### src/rtl/msgpass_rd_addr_gen_pkg.sv
// msgPass_config_pkg: shared sizing and FSM state type for the message-pass read-address generator.
package msgPass_config_pkg;
    localparam int MSGPASS_BUFF_ADDR_WIDTH    = 4;
    localparam int MSGPASS_RDGEN_CH_NUM       = 2;
    localparam int MSGPASS_RDGEN_STRIDE_WIDTH = 2;

    typedef enum logic {IDLE, RUN} rdgen_state_t;
endpackage

### src/rtl/msgpass_rd_addr_chan.sv
// msgpass_rd_addr_chan: one read channel walking [base, last] with stride, optional looping and DRC hold.
module msgpass_rd_addr_chan
    import msgPass_config_pkg::*;
#(
    parameter int ADDR_WIDTH   = MSGPASS_BUFF_ADDR_WIDTH,
    parameter int STRIDE_WIDTH = MSGPASS_RDGEN_STRIDE_WIDTH
) (
    input  logic                    sys_clk,
    input  logic                    rst,
    input  logic                    start,
    input  logic                    stop,
    input  logic [ADDR_WIDTH-1:0]   baseAddr,
    input  logic [ADDR_WIDTH-1:0]   lastAddr,
    input  logic [STRIDE_WIDTH-1:0] stride,
    input  logic                    loopEn,
    input  logic                    isDrc,
    output logic [ADDR_WIDTH-1:0]   addr,
    output logic                    addrVld,
    output logic                    busy,
    output logic                    done,
    output logic                    cfgErr
);
    localparam int AW1 = ADDR_WIDTH + 1;

    rdgen_state_t            state;
    logic [ADDR_WIDTH-1:0]   baseQ;
    logic [ADDR_WIDTH-1:0]   lastQ;
    logic [STRIDE_WIDTH-1:0] strideQ;
    logic                    loopQ;
    logic [ADDR_WIDTH:0]     nxt;

    // One extra bit so an overshoot past 2^ADDR_WIDTH ends the pass instead of wrapping
    assign nxt = AW1'(addr) + AW1'(strideQ) + AW1'(1);

    always_ff @(posedge sys_clk) begin
        if (rst) begin
            state   <= IDLE;
            addr    <= '0;
            addrVld <= 1'b0;
            busy    <= 1'b0;
            done    <= 1'b0;
            cfgErr  <= 1'b0;
            baseQ   <= '0;
            lastQ   <= '0;
            strideQ <= '0;
            loopQ   <= 1'b0;
        end else begin
            done   <= 1'b0;
            cfgErr <= 1'b0;
            case (state)
                IDLE: begin
                    if (start && !stop) begin
                        baseQ   <= baseAddr;
                        lastQ   <= lastAddr;
                        strideQ <= stride;
                        loopQ   <= loopEn;
                        if (baseAddr <= lastAddr) begin
                            state   <= RUN;
                            addr    <= baseAddr;
                            addrVld <= 1'b1;
                            busy    <= 1'b1;
                        end else begin
                            cfgErr <= 1'b1;
                        end
                    end
                end
                RUN: begin
                    if (stop) begin
                        state   <= IDLE;
                        addrVld <= 1'b0;
                        busy    <= 1'b0;
                    end else if (!isDrc) begin
                        if (nxt <= {1'b0, lastQ}) begin
                            addr <= nxt[ADDR_WIDTH-1:0];
                        end else if (loopQ) begin
                            addr <= baseQ;
                        end else begin
                            state   <= IDLE;
                            addrVld <= 1'b0;
                            busy    <= 1'b0;
                            done    <= 1'b1;
                        end
                    end
                end
                default: state <= IDLE;
            endcase
        end
    end
endmodule

### src/rtl/msgpass_rd_addr_gen.sv
// msgpass_rd_addr_gen: CH_NUM independent read-address channels feeding the message-pass buffer read ports.
module msgpass_rd_addr_gen
    import msgPass_config_pkg::*;
#(
    parameter int ADDR_WIDTH   = MSGPASS_BUFF_ADDR_WIDTH,
    parameter int CH_NUM       = MSGPASS_RDGEN_CH_NUM,
    parameter int STRIDE_WIDTH = MSGPASS_RDGEN_STRIDE_WIDTH
) (
    input  logic                           sys_clk,
    input  logic                           rst,
    input  logic [CH_NUM-1:0]              start_i,
    input  logic [CH_NUM-1:0]              stop_i,
    input  logic [CH_NUM*ADDR_WIDTH-1:0]   base_addr_i,
    input  logic [CH_NUM*ADDR_WIDTH-1:0]   last_addr_i,
    input  logic [CH_NUM*STRIDE_WIDTH-1:0] stride_i,
    input  logic [CH_NUM-1:0]              loop_en_i,
    input  logic [CH_NUM-1:0]              is_drc_i,
    output logic [CH_NUM*ADDR_WIDTH-1:0]   addr_o,
    output logic [CH_NUM-1:0]              addr_vld_o,
    output logic [CH_NUM-1:0]              busy_o,
    output logic [CH_NUM-1:0]              done_o,
    output logic [CH_NUM-1:0]              cfg_err_o
);
    for (genvar c = 0; c < CH_NUM; c++) begin : gCh
        msgpass_rd_addr_chan #(
            .ADDR_WIDTH  (ADDR_WIDTH),
            .STRIDE_WIDTH(STRIDE_WIDTH)
        ) uChan (
            .sys_clk (sys_clk),
            .rst     (rst),
            .start   (start_i[c]),
            .stop    (stop_i[c]),
            .baseAddr(base_addr_i[c*ADDR_WIDTH +: ADDR_WIDTH]),
            .lastAddr(last_addr_i[c*ADDR_WIDTH +: ADDR_WIDTH]),
            .stride  (stride_i[c*STRIDE_WIDTH +: STRIDE_WIDTH]),
            .loopEn  (loop_en_i[c]),
            .isDrc   (is_drc_i[c]),
            .addr    (addr_o[c*ADDR_WIDTH +: ADDR_WIDTH]),
            .addrVld (addr_vld_o[c]),
            .busy    (busy_o[c]),
            .done    (done_o[c]),
            .cfgErr  (cfg_err_o[c])
        );
    end
endmodule
### config.mk
export PLATFORM = sky130hd
export DESIGN_NAME = msgpass_rd_addr_gen
export DESIGN_NICKNAME = d
export VERILOG_FILES = /design/src/rtl/msgpass_rd_addr_gen_pkg.sv /design/src/rtl/msgpass_rd_addr_chan.sv /design/src/rtl/msgpass_rd_addr_gen.sv
export SDC_FILE = /design/constraint.sdc
export NUM_CORES = 1
export LEC_CHECK = 0
export ABC_AREA = 1
export CAP_MARGIN = 20
export CORE_UTILIZATION = 53
export DETAILED_ROUTE_END_ITERATION = 12
export DONT_BUFFER_PORTS = 1
export GPL_TIMING_DRIVEN = 0
export PLACE_DENSITY = 0.78
export SETUP_SLACK_MARGIN = 0.05
export SLEW_MARGIN = 5
export SYNTH_ARGS = -nofsm -noshare
export SYNTH_HDL_FRONTEND = slang
export SYNTH_SLANG_ARGS = --single-unit
### constraint.sdc
create_clock -name sys_clk -period 3.2 [get_ports sys_clk]
set_clock_uncertainty 0.15 [all_clocks]
set_input_delay 0.64 -clock sys_clk [delete_from_list [all_inputs] [get_ports sys_clk]]
set_output_delay 0.64 -clock sys_clk [all_outputs]
set_load 0.01 [all_outputs]
==> flow_summary.json, run 1 <==
{
  "cap_violations": 0,
  "crit_type": "register to register",
  "synth_common_cells": "70 x nand2_1, 54 x inv_1, 38 x dfxtp_1",
  "dr.pass1.iters": 5,
  "die-area_um2": 4690,
  "path_cells": "inv_1 > ha_1 > fa_1 > xor2_1 > inv_1 > ha_1 > nand2_1 > inv_1 > nand2_1 > nand2_1 > nand2_2 > nand2_2 > nand3_2 > nand3_2 > nor2_1 > nor2_1",
  "multi_input_area_um2": 1260,
  "avgSynthCellArea_um2": 6.97,
  "chipWidth_um": 68.5,
  "gr-total-overflow": 0,
  "cp_num_buf_inv": 3,
  "status": "completed",
  "post_drt_wl_per_cell_um": 13.3,
  "ys_ff_latch": 38,
  "cp_data_arrival_time_ns": 2.90,
  "post_cts_buffers": 0,
  "cts.path.max_buffers": 2,
  "setup_viol": 0,
  "antenna_found_initial": 0,
  "synth_top_area_cell": "dfxtp_1",
  "rows": 23,
  "yosysSeqAreaShare_pct": 32.5,
  "grt_pass1_wl_um": 8720,
  "ant_nets": 0,
  "syn_to_final_growth_pct": 8.76,
  "yosysMostFrequentCell": "nand2_1",
  "first_iter_violations": 130,
  "relSlewSlack_pct": 65.0,
  "num_io_pins": 46,
  "rsz0062_at_grt": "no",
  "synth_edf_count": 0,
  "hold_buffers": 0,
  "n_antenna_cell": 0,
  "critPathRequiredTime_ns": 3.25,
  "grt.met2_usage_pct": 39.2,
  "final_util_pct": 61.9,
  "yosys_warnings": 0,
  "cts_sinks": 38,
  "syn-cell-area_um2": 2340,
  "end_kind": "register",
  "p_per_area_nw_per_um2": 568,
  "slowest_stage": "fa_1",
  "p_leak_uw": 0.00127,
  "first_global_vias": 2004,
  "gr-max-usage-layer": "met2",
  "cpLargestDelayFamily": "adder cells",
  "root_buffer": "clkbuf_8",
  "grtUsageMet1_pct": 33.2,
  "synth_cell_types": 29,
  "syn_nets": 388,
  "peakVddDrop_mv": 0.248,
  "synthTopCellsByArea": "dfxtp_1 32%, nand2_1 11%, ha_1 11%, inv_1 8.7%, a21oi_1 6.2%",
  "die_y_um": 68.5,
  "drt-total-wl_um": 5260,
  "post-route-drc-count": 0,
  "fillers": 388,
  "start_util_pct": 56.9,
  "dp_hpwl_um": 3980,
  "timing.final.crit_share_pct": 89.1,
  "startpoint_type": "register",
  "syn-instance-count": 336,
  "worst_skew_pair.late_latency_ns": 0.30,
  "fmax_mhz": 351,
  "worst_pin_slew_ns": 0.525,
  "slew_violations": 0,
  "cts.htree.levels": 2,
  "crit_fanout": 8,
  "gp_congestion": 0.896,
  "grt_max_degree": 13,
  "synth_top_area_share_pct": 32.5,
  "core_area_um2": 4120,
  "cpPeakStageDelay_ns": 0.43,
  "holdCritPathClass": "input pin to register",
  "vias": 2088,
  "layout-drive-gt1-share_pct": 11.3,
  "hold_viol": 0,
  "nets": 395,
  "cts_buffers": 5,
  "grt_use_met3_pct": 7.83,
  "min_period_ns": 2.85,
  "viasPerCell": 5.30,
  "clk_pin_slew_worst_paths_ns": 0.08,
  "post_cts_resized": 0,
  "ys_async_sr_fraction_pct": 0,
  "synth_ff_type": "dfxtp_1",
  "io_buffers": 0,
  "grt_util_all_layers_pct": 25.4,
  "layout.area.seq_um2": 761,
  "cts_tree": "done",
  "setup_tns_ns": 0
}
cell usage in the layout (no fill, tap or decap), types with 3 or more instances in the layout:
master	instances
o21ai_1	5
nand2_1	70
buf_2	4
dfxtp_1	38
nand3_1	25
nand2_2	5
nor2_1	30
buf_4	9
ha_1	20
nor3_1	3
clkbuf_1	3
inv_2	4
nand3_2	3
clkbuf_8	6
o21ai_0	14
inv_1	54
a21oi_1	29
a211oi_1	3
where the power goes:
part / internal, uW / switching, uW
logic: 146 / 255
registers: 506 / 26.7
clock network: 333 / 180
total: 985 / 462
routing by layer:
layer | vias up | part of all wire, %
li1 | 1071 | -
met1 | 926 | 47
met2 | 81 | 44
met3 | 10 | 7.2
met4 | 0 | 1.6
met5 | - | 0
cell families (layout without fill, tap and decap cells):
family          after synthesis  count (layout)  synth area share [%]
compound gates               52              52                  12.0
simple gates                146             146                  28.3
buf+inv                      75              83                  13.7
xor+xnor                      3               3                  1.12
fa+ha+maj                    22              22                  12.4
flops                        38              38                  32.5
cell type report:
| type | count | area share, % |
|---|---|---|
| plain buffers | 16 | 3.88 |
| clock buffers | 6 | 3.24 |
| clock inverters | 2 | 2.36 |
| inverters | 59 | 8.69 |
| multi-input cells | 223 | 49.5 |
| flip-flops and latches | 38 | 29.9 |
| well taps | 50 | 2.46 |
through the flow:
stage | hold slack [ns] | instance area (um^2) | total power (uW) | worst slack [ns] | instances
floorplan | 0.281 | 2340 | 862 | 0.688 | 336
detailed placement | 0.302 | 2400 | 938 | 0.368 | 386
finish | 0.252 | 2550 | 1450 | 0.350 | 394
global placement | 0.296 | 2400 | 926 | 0.435 | 386
global route | 0.246 | 2550 | 1530 | 0.152 | 394
CTS | 0.249 | 2550 | 1450 | 0.356 | 394
state kept, by name, indices dropped and copies added (netlist names):
signal and count:
gCh.uChan.addr 8, gCh.uChan.baseQ 8, gCh.uChan.lastQ 8, gCh.uChan.strideQ 4
gCh.uChan.cfgErr 2, gCh.uChan.done 2, gCh.uChan.loopQ 2, gCh.uChan.state 2
gCh.uChan.addrVld 1, gCh.uChan.busy 1
worst paths after layout:
check                                     start                                  to  slack [ns]  cells after the start
min reg2reg  gCh[1].uChan.baseQ[2]$_SDFFE_PP0P_  gCh[1].uChan.baseQ[2]$_SDFFE_PP0P_        0.31                      2
max reg2reg   gCh[1].uChan.addr[0]$_SDFFE_PP0P_   gCh[1].uChan.addr[3]$_SDFFE_PP0P_        0.35                     16
max           gCh[1].uChan.addr[0]$_SDFFE_PP0P_   gCh[1].uChan.addr[3]$_SDFFE_PP0P_        0.35                     16
min                                         rst  gCh[1].uChan.baseQ[3]$_SDFFE_PP0P_        0.25                      1
Note: power is estimated with default switching activity, not from simulation.
==> inputs of run 2 (changes only) <==
--- a/config.mk
+++ b/config.mk
@@ -7,11 +7,13 @@
 export LEC_CHECK = 0
 export ABC_AREA = 1
 export CAP_MARGIN = 20
-export CORE_UTILIZATION = 53
+export CELL_PAD_IN_SITES_DETAIL_PLACEMENT = 2
+export CELL_PAD_IN_SITES_GLOBAL_PLACEMENT = 2
+export CORE_UTILIZATION = 35
 export DETAILED_ROUTE_END_ITERATION = 12
 export DONT_BUFFER_PORTS = 1
 export GPL_TIMING_DRIVEN = 0
-export PLACE_DENSITY = 0.78
+export PLACE_DENSITY = 0.89
 export SETUP_SLACK_MARGIN = 0.05
 export SLEW_MARGIN = 5
 export SYNTH_ARGS = -nofsm -noshare
==> flow_summary.json, run 2 (synthesized netlist as in run 1, its figures left out) <==
{
  "swShare_pct": 37.5,
  "cts_buffers": 5,
  "antenna_found_initial": 0,
  "start_util_pct": 36.5,
  "p_per_area_nw_per_um2": 510,
  "layout-drive-gt1-share_pct": 10.8,
  "drt-total-wl_um": 7240,
  "cpLargestDelayFamily": "adder cells",
  "clk_pin_slew_worst_paths_ns": 0.07,
  "post_drt_wl_per_cell_um": 17.2,
  "reg_top3": "gCh.uChan.addr x8, gCh.uChan.baseQ x8, gCh.uChan.lastQ x8",
  "slowest_stage": "fa_1",
  "post-route-drc-count": 2,
  "cts.htree.levels": 2,
  "holdCritPathClass": "input pin to register",
  "power.total_uw": 1290,
  "gr-total-overflow": 0,
  "path_cells": "inv_1 > ha_1 > fa_1 > xnor2_1 > ha_1 > and3_1 > nand2_1 > nand2_4 > nand2_2 > nand2_1 > nand3_1 > nand2_1 > nor2_1 > nor2_1",
  "root_buffer": "clkbuf_8",
  "nets": 395,
  "setup_viol": 0,
  "cp_data_arrival_time_ns": 2.90,
  "post_cts_buffers": 0,
  "die_y_um": 83.8,
  "gp_congestion": 0.748,
  "rows": 29,
  "crit_type": "register to register",
  "viasPerCell": 5.17,
  "intPower_uw": 806,
  "cts_sinks": 38,
  "cap_violations": 0,
  "relSlewSlack_pct": 62.9,
  "post_cts_resized": 0,
  "fillers": 792,
  "io_buffers": 0,
  "crit_fanout": 7,
  "timing.final.crit_share_pct": 89.6,
  "min_period_ns": 2.87,
  "dp_hpwl_um": 5830,
  "seqPwrFrac_pct": 41.6,
  "syn_to_final_growth_pct": 7.96,
  "critPathRequiredTime_ns": 3.24,
  "vias": 2170,
  "fmax_mhz": 349,
  "core_area_um2": 6420,
  "pwr-share-comb_pct": 33.6,
  "slew_violations": 0,
  "grt_max_degree": 11,
  "final_common_cell": "nand2_1",
  "status": "finished, violations left",
  "cpPeakStageDelay_ns": 0.41,
  "p_leak_uw": 0.00124,
  "violations": "design-rule violations",
  "cp_num_buf_inv": 1,
  "cp-startpoint": "gCh[0].uChan.addr[0]$_SDFFE_PP0P_",
  "rsz0062_at_grt": "no",
  "first_global_vias": 2457,
  "grt_util_all_layers_pct": 22.2,
  "cts.path.max_buffers": 2,
  "clkPwrFrac_pct": 24.9,
  "num_io_pins": 46,
  "layout_common_cells": "70 x nand2_1, 54 x inv_1, 37 x dfxtp_1",
  "die-area_um2": 7020,
  "cts_tree": "done",
  "rr_startpoint": "gCh[0].uChan.addr[0]$_SDFFE_PP0P_",
  "switchingPower_uw": 483,
  "ant_nets": 0,
  "grt_pass1_wl_um": 12100,
  "dp_slack_ns": 0.171,
  "startpoint_type": "register",
  "chipWidth_um": 83.8,
  "cp_common_cell": "nand2_1",
  "first_iter_violations": 71,
  "end_kind": "register",
  "peakVddDrop_mv": 0.207,
  "final_area_um2": 2530,
  "final_util_pct": 39.4,
  "hold_viol": 0,
  "dr.pass1.iters": 8,
  "n_antenna_cell": 0,
  "layout_setup_ws_ns": 0.332,
  "worst_pin_slew_ns": 0.556,
  "hold_buffers": 0,
  "setup_tns_ns": 0,
  "holdCritStartpoint": "rst",
  "dpl_cell_area_um2": 2440,
  "worst_skew_pair.late_latency_ns": 0.29
}
==> run 2: area by class of cell <==
| cell class | instances | area, um^2 | area share (%) |
|---|---|---|---|
| buffer | 16 | 98.8 | 3.91 |
| clock buffer | 7 | 76.3 | 3.02 |
| inverter | 59 | 221 | 8.76 |
| multi-input combinational | 223 | 1270 | 50.4 |
| sequential | 38 | 762 | 30.1 |
| tap | 77 | 96.3 | 3.81 |
==> run 2: per-layer routing <==
| metal | GRT usage, % | wire [um] | vias to the layer above |
|---|---|---|---|
| li1 | - | - | 1065 |
| met1 | 27.0 | 3240 | 1058 |
| met2 | 39.0 | 3640 | 39 |
| met3 | 4.65 | 266 | 8 |
| met4 | 6.74 | 96 | 0 |
| met5 | 0 | 0 | - |
==> run 2: final timing paths <==
check / depth (start not counted) / slack, ns / endpoint
setup / recovery: 14 / 0.33 / gCh[0].uChan.addr[1]$_SDFFE_PP0P_
hold / removal: 1 / 0.26 / gCh[1].uChan.baseQ[3]$_SDFFE_PP0P_
setup reg to reg: 14 / 0.33 / gCh[0].uChan.addr[1]$_SDFFE_PP0P_
hold reg to reg: 2 / 0.32 / gCh[0].uChan.strideQ[0]$_SDFFE_PP0P_
==> run 2: power by group through the flow <==
stage	sequential (uW)	clock, uW	combinational (uW)
2_1_floorplan	538	0	324
3_5_place_dp	547	0	426
4_1_cts	536	329	434
3_3_place_gp	545	0	397
5_1_grt	540	349	496
6_report	536	321	433
==> run 2: stage by stage <==
step	hold slack (ns)	instances
final	0.264	420
after detailed placement	0.308	413
after floorplan	0.281	336
after global placement	0.299	413
after global routing	0.257	420
after CTS	0.261	420
==> inputs of run 3 (changes only) <==
--- a/config.mk
+++ b/config.mk
@@ -9,11 +9,11 @@
 export CAP_MARGIN = 20
 export CELL_PAD_IN_SITES_DETAIL_PLACEMENT = 2
 export CELL_PAD_IN_SITES_GLOBAL_PLACEMENT = 2
-export CORE_UTILIZATION = 35
+export CORE_UTILIZATION = 31
 export DETAILED_ROUTE_END_ITERATION = 12
 export DONT_BUFFER_PORTS = 1
 export GPL_TIMING_DRIVEN = 0
-export PLACE_DENSITY = 0.89
+export PLACE_DENSITY = 0.85
 export SETUP_SLACK_MARGIN = 0.05
 export SLEW_MARGIN = 5
 export SYNTH_ARGS = -nofsm -noshare
==> constraint.sdc (replaced) <==
create_clock -name sys_clk -period 2.3 [get_ports sys_clk]
set_clock_uncertainty 0.15 [all_clocks]
set_input_delay 0.46 -clock sys_clk [delete_from_list [all_inputs] [get_ports sys_clk]]
set_output_delay 0.46 -clock sys_clk [all_outputs]
set_load 0.01 [all_outputs]
==> flow_summary.json, run 3 (synthesized netlist as in run 1, its figures left out) <==
{
  "syn_to_final_growth_pct": 27.7,
  "cts.path.max_buffers": 2,
  "rows": 31,
  "critPathRequiredTime_ns": 2.34,
  "seqPwrFrac_pct": 33.2,
  "cts_sinks": 38,
  "nets": 411,
  "setup_viol": 14,
  "vias": 2367,
  "crit_type": "register to register",
  "viasPerCell": 5.18,
  "peakVddDrop_mv": 0.253,
  "reg2reg_to": "gCh[1].uChan.addr[0]$_SDFFE_PP0P_",
  "n_antenna_cell": 0,
  "intPower_uw": 1340,
  "start_util_pct": 32.1,
  "clk_pin_slew_worst_paths_ns": 0.08,
  "cts.htree.levels": 2,
  "grt_pass1_wl_um": 12900,
  "gr-total-overflow": 0,
  "num_io_pins": 46,
  "holdPathStages": 1,
  "ant_nets": 0,
  "final-instance-count-excl-fill": 457,
  "cts_buffers": 5,
  "dr.pass1.iters": 4,
  "hold_viol": 0,
  "layout-drive-gt1-share_pct": 31.3,
  "root_buffer": "clkbuf_8",
  "timing.final.crit_share_pct": 125,
  "fillers": 875,
  "die_y_um": 88.9,
  "violations": "negative setup slack",
  "cap_violations": 0,
  "worst_skew_pair.late_latency_ns": 0.31,
  "grt_max_degree": 11,
  "die-area_um2": 7910,
  "drt-total-wl_um": 9520,
  "dp_slack_ns": -0.382,
  "status": "finished, violations left",
  "final_common_cell": "nand2_1",
  "io_buffers": 0,
  "relSlewSlack_pct": 57.5,
  "dp_hpwl_um": 5750,
  "dp_cells": 435,
  "grt_util_all_layers_pct": 22.0,
  "fmax_mhz": 348,
  "reg_top3": "gCh.uChan.addr x8, gCh.uChan.baseQ x8, gCh.uChan.lastQ x8",
  "holdCritStartpoint": "rst",
  "clkPwrFrac_pct": 22.1,
  "rsz0062_at_grt": "yes",
  "post-route-drc-count": 0,
  "antenna_found_initial": 0,
  "first_global_vias": 2567,
  "final_util_pct": 41.0,
  "post_drt_wl_per_cell_um": 20.8,
  "holdCritPathClass": "input pin to register",
  "p_per_area_nw_per_um2": 759,
  "cts_tree": "done",
  "min_to": "gCh[1].uChan.baseQ[3]$_SDFFE_PP0P_",
  "min_period_ns": 2.87,
  "worst_pin_slew_ns": 0.637,
  "layout_common_cells": "53 x nand2_1, 48 x inv_1, 33 x dfxtp_1",
  "switchingPower_uw": 929,
  "core_area_um2": 7290,
  "startpoint_type": "register",
  "worst-r2r-setup-slack_ns": -0.57,
  "rr_startpoint": "gCh[1].uChan.addr[0]$_SDFFE_PP0P_",
  "swShare_pct": 40.9,
  "r2r_cells": 16,
  "p_leak_uw": 0.00137,
  "pwr-share-comb_pct": 44.7,
  "first_iter_violations": 101,
  "layout_setup_ws_ns": -0.572,
  "cp_data_arrival_time_ns": 2.91,
  "slew_violations": 0,
  "crit_fanout": 8,
  "end_kind": "register",
  "gp_congestion": 0.720,
  "chipWidth_um": 88.9
}
## run 3: final cells by class
| cell class | instances | area, um^2 | area share [%] |
|---|---|---|---|
| clock buffers | 6 | 82.6 | 2.76 |
| plain buffers | 16 | 98.8 | 3.30 |
| multi-input cells | 223 | 1560 | 52.1 |
| well taps | 99 | 124 | 4.14 |
| inverters | 59 | 226 | 7.57 |
| repair buffers | 16 | 128 | 4.27 |
| flip-flops and latches | 38 | 774 | 25.9 |
## run 3: per-stage QoR
stage	total power [uW]	instance area, um^2	hold slack, ns	setup TNS (ns)
final	2270	2990	0.0777	-5.66
after global routing	2380	2990	0.0677	-7.01
after CTS	1990	2800	0.0780	-3.43
after detailed placement	1400	2530	0.305	-4.12
after global placement	1350	2530	0.296	-2.75
after floorplan	1240	2400	0.281	-0.445
## run 3: repair_timing
action | CTS | global route
gates resized for setup | 28 | 40
pin swaps | 22 | 32
setup endpoints to repair | 14 | 14
hold buffers | 0 | 0
buffers inserted | 9 | 7
## run 3: critical path, cell delays in order (launching register included)
cell,delay (ns)
dfxtp_4,0.40
inv_4,0.05
ha_4,0.16
fa_2,0.35
xor2_1,0.21
inv_1,0.11
ha_1,0.30
nand2_1,0.07
inv_2,0.05
nand2_2,0.05
nand2_2,0.06
nand2_4,0.12
nand2_8,0.09
nand3_4,0.12
nand3_4,0.13
nor2_1,0.23
nor2_2,0.09
## run 3: worst max path at each step
stage | from | to | slack (ns) | depth (start not counted)
5_1_grt | gCh[1].uChan.strideQ[0]$_SDFFE_PP0P_ | gCh[1].uChan.addr[0]$_SDFFE_PP0P_ | -0.67 | 16
6_report | gCh[1].uChan.addr[0]$_SDFFE_PP0P_ | gCh[1].uChan.addr[0]$_SDFFE_PP0P_ | -0.57 | 16
4_1_cts | gCh[1].uChan.addr[0]$_SDFFE_PP0P_ | gCh[1].uChan.addr[1]$_SDFFE_PP0P_ | -0.34 | 17
3_5_place_dp | gCh[0].uChan.addr[0]$_SDFFE_PP0P_ | gCh[0].uChan.addr[1]$_SDFFE_PP0P_ | -0.38 | 15
3_3_place_gp | gCh[0].uChan.addr[0]$_SDFFE_PP0P_ | gCh[0].uChan.addr[3]$_SDFFE_PP0P_ | -0.27 | 15
2_1_floorplan | gCh[0].uChan.addr[0]$_SDFFE_PP0P_ | gCh[0].uChan.addr[3]$_SDFFE_PP0P_ | -0.08 | 15
## run 3: power by group through the flow
stage	clock [uW]	sequential (uW)	combinational [uW]
2_1_floorplan	0	751	485
3_3_place_gp	0	760	594
3_5_place_dp	0	762	640
4_1_cts	483	749	758
5_1_grt	529	760	1090
6_report	502	755	1010
## run 3: layer usage
metal | vias to the layer above | GRT usage, % | share of wire (%)
li1 | 1098 | - | -
met1 | 1169 | 25.2 | 40
met2 | 73 | 39.8 | 52
met3 | 27 | 6.19 | 4.9
met4 | 0 | 6.45 | 3.4
met5 | - | 0 | 0
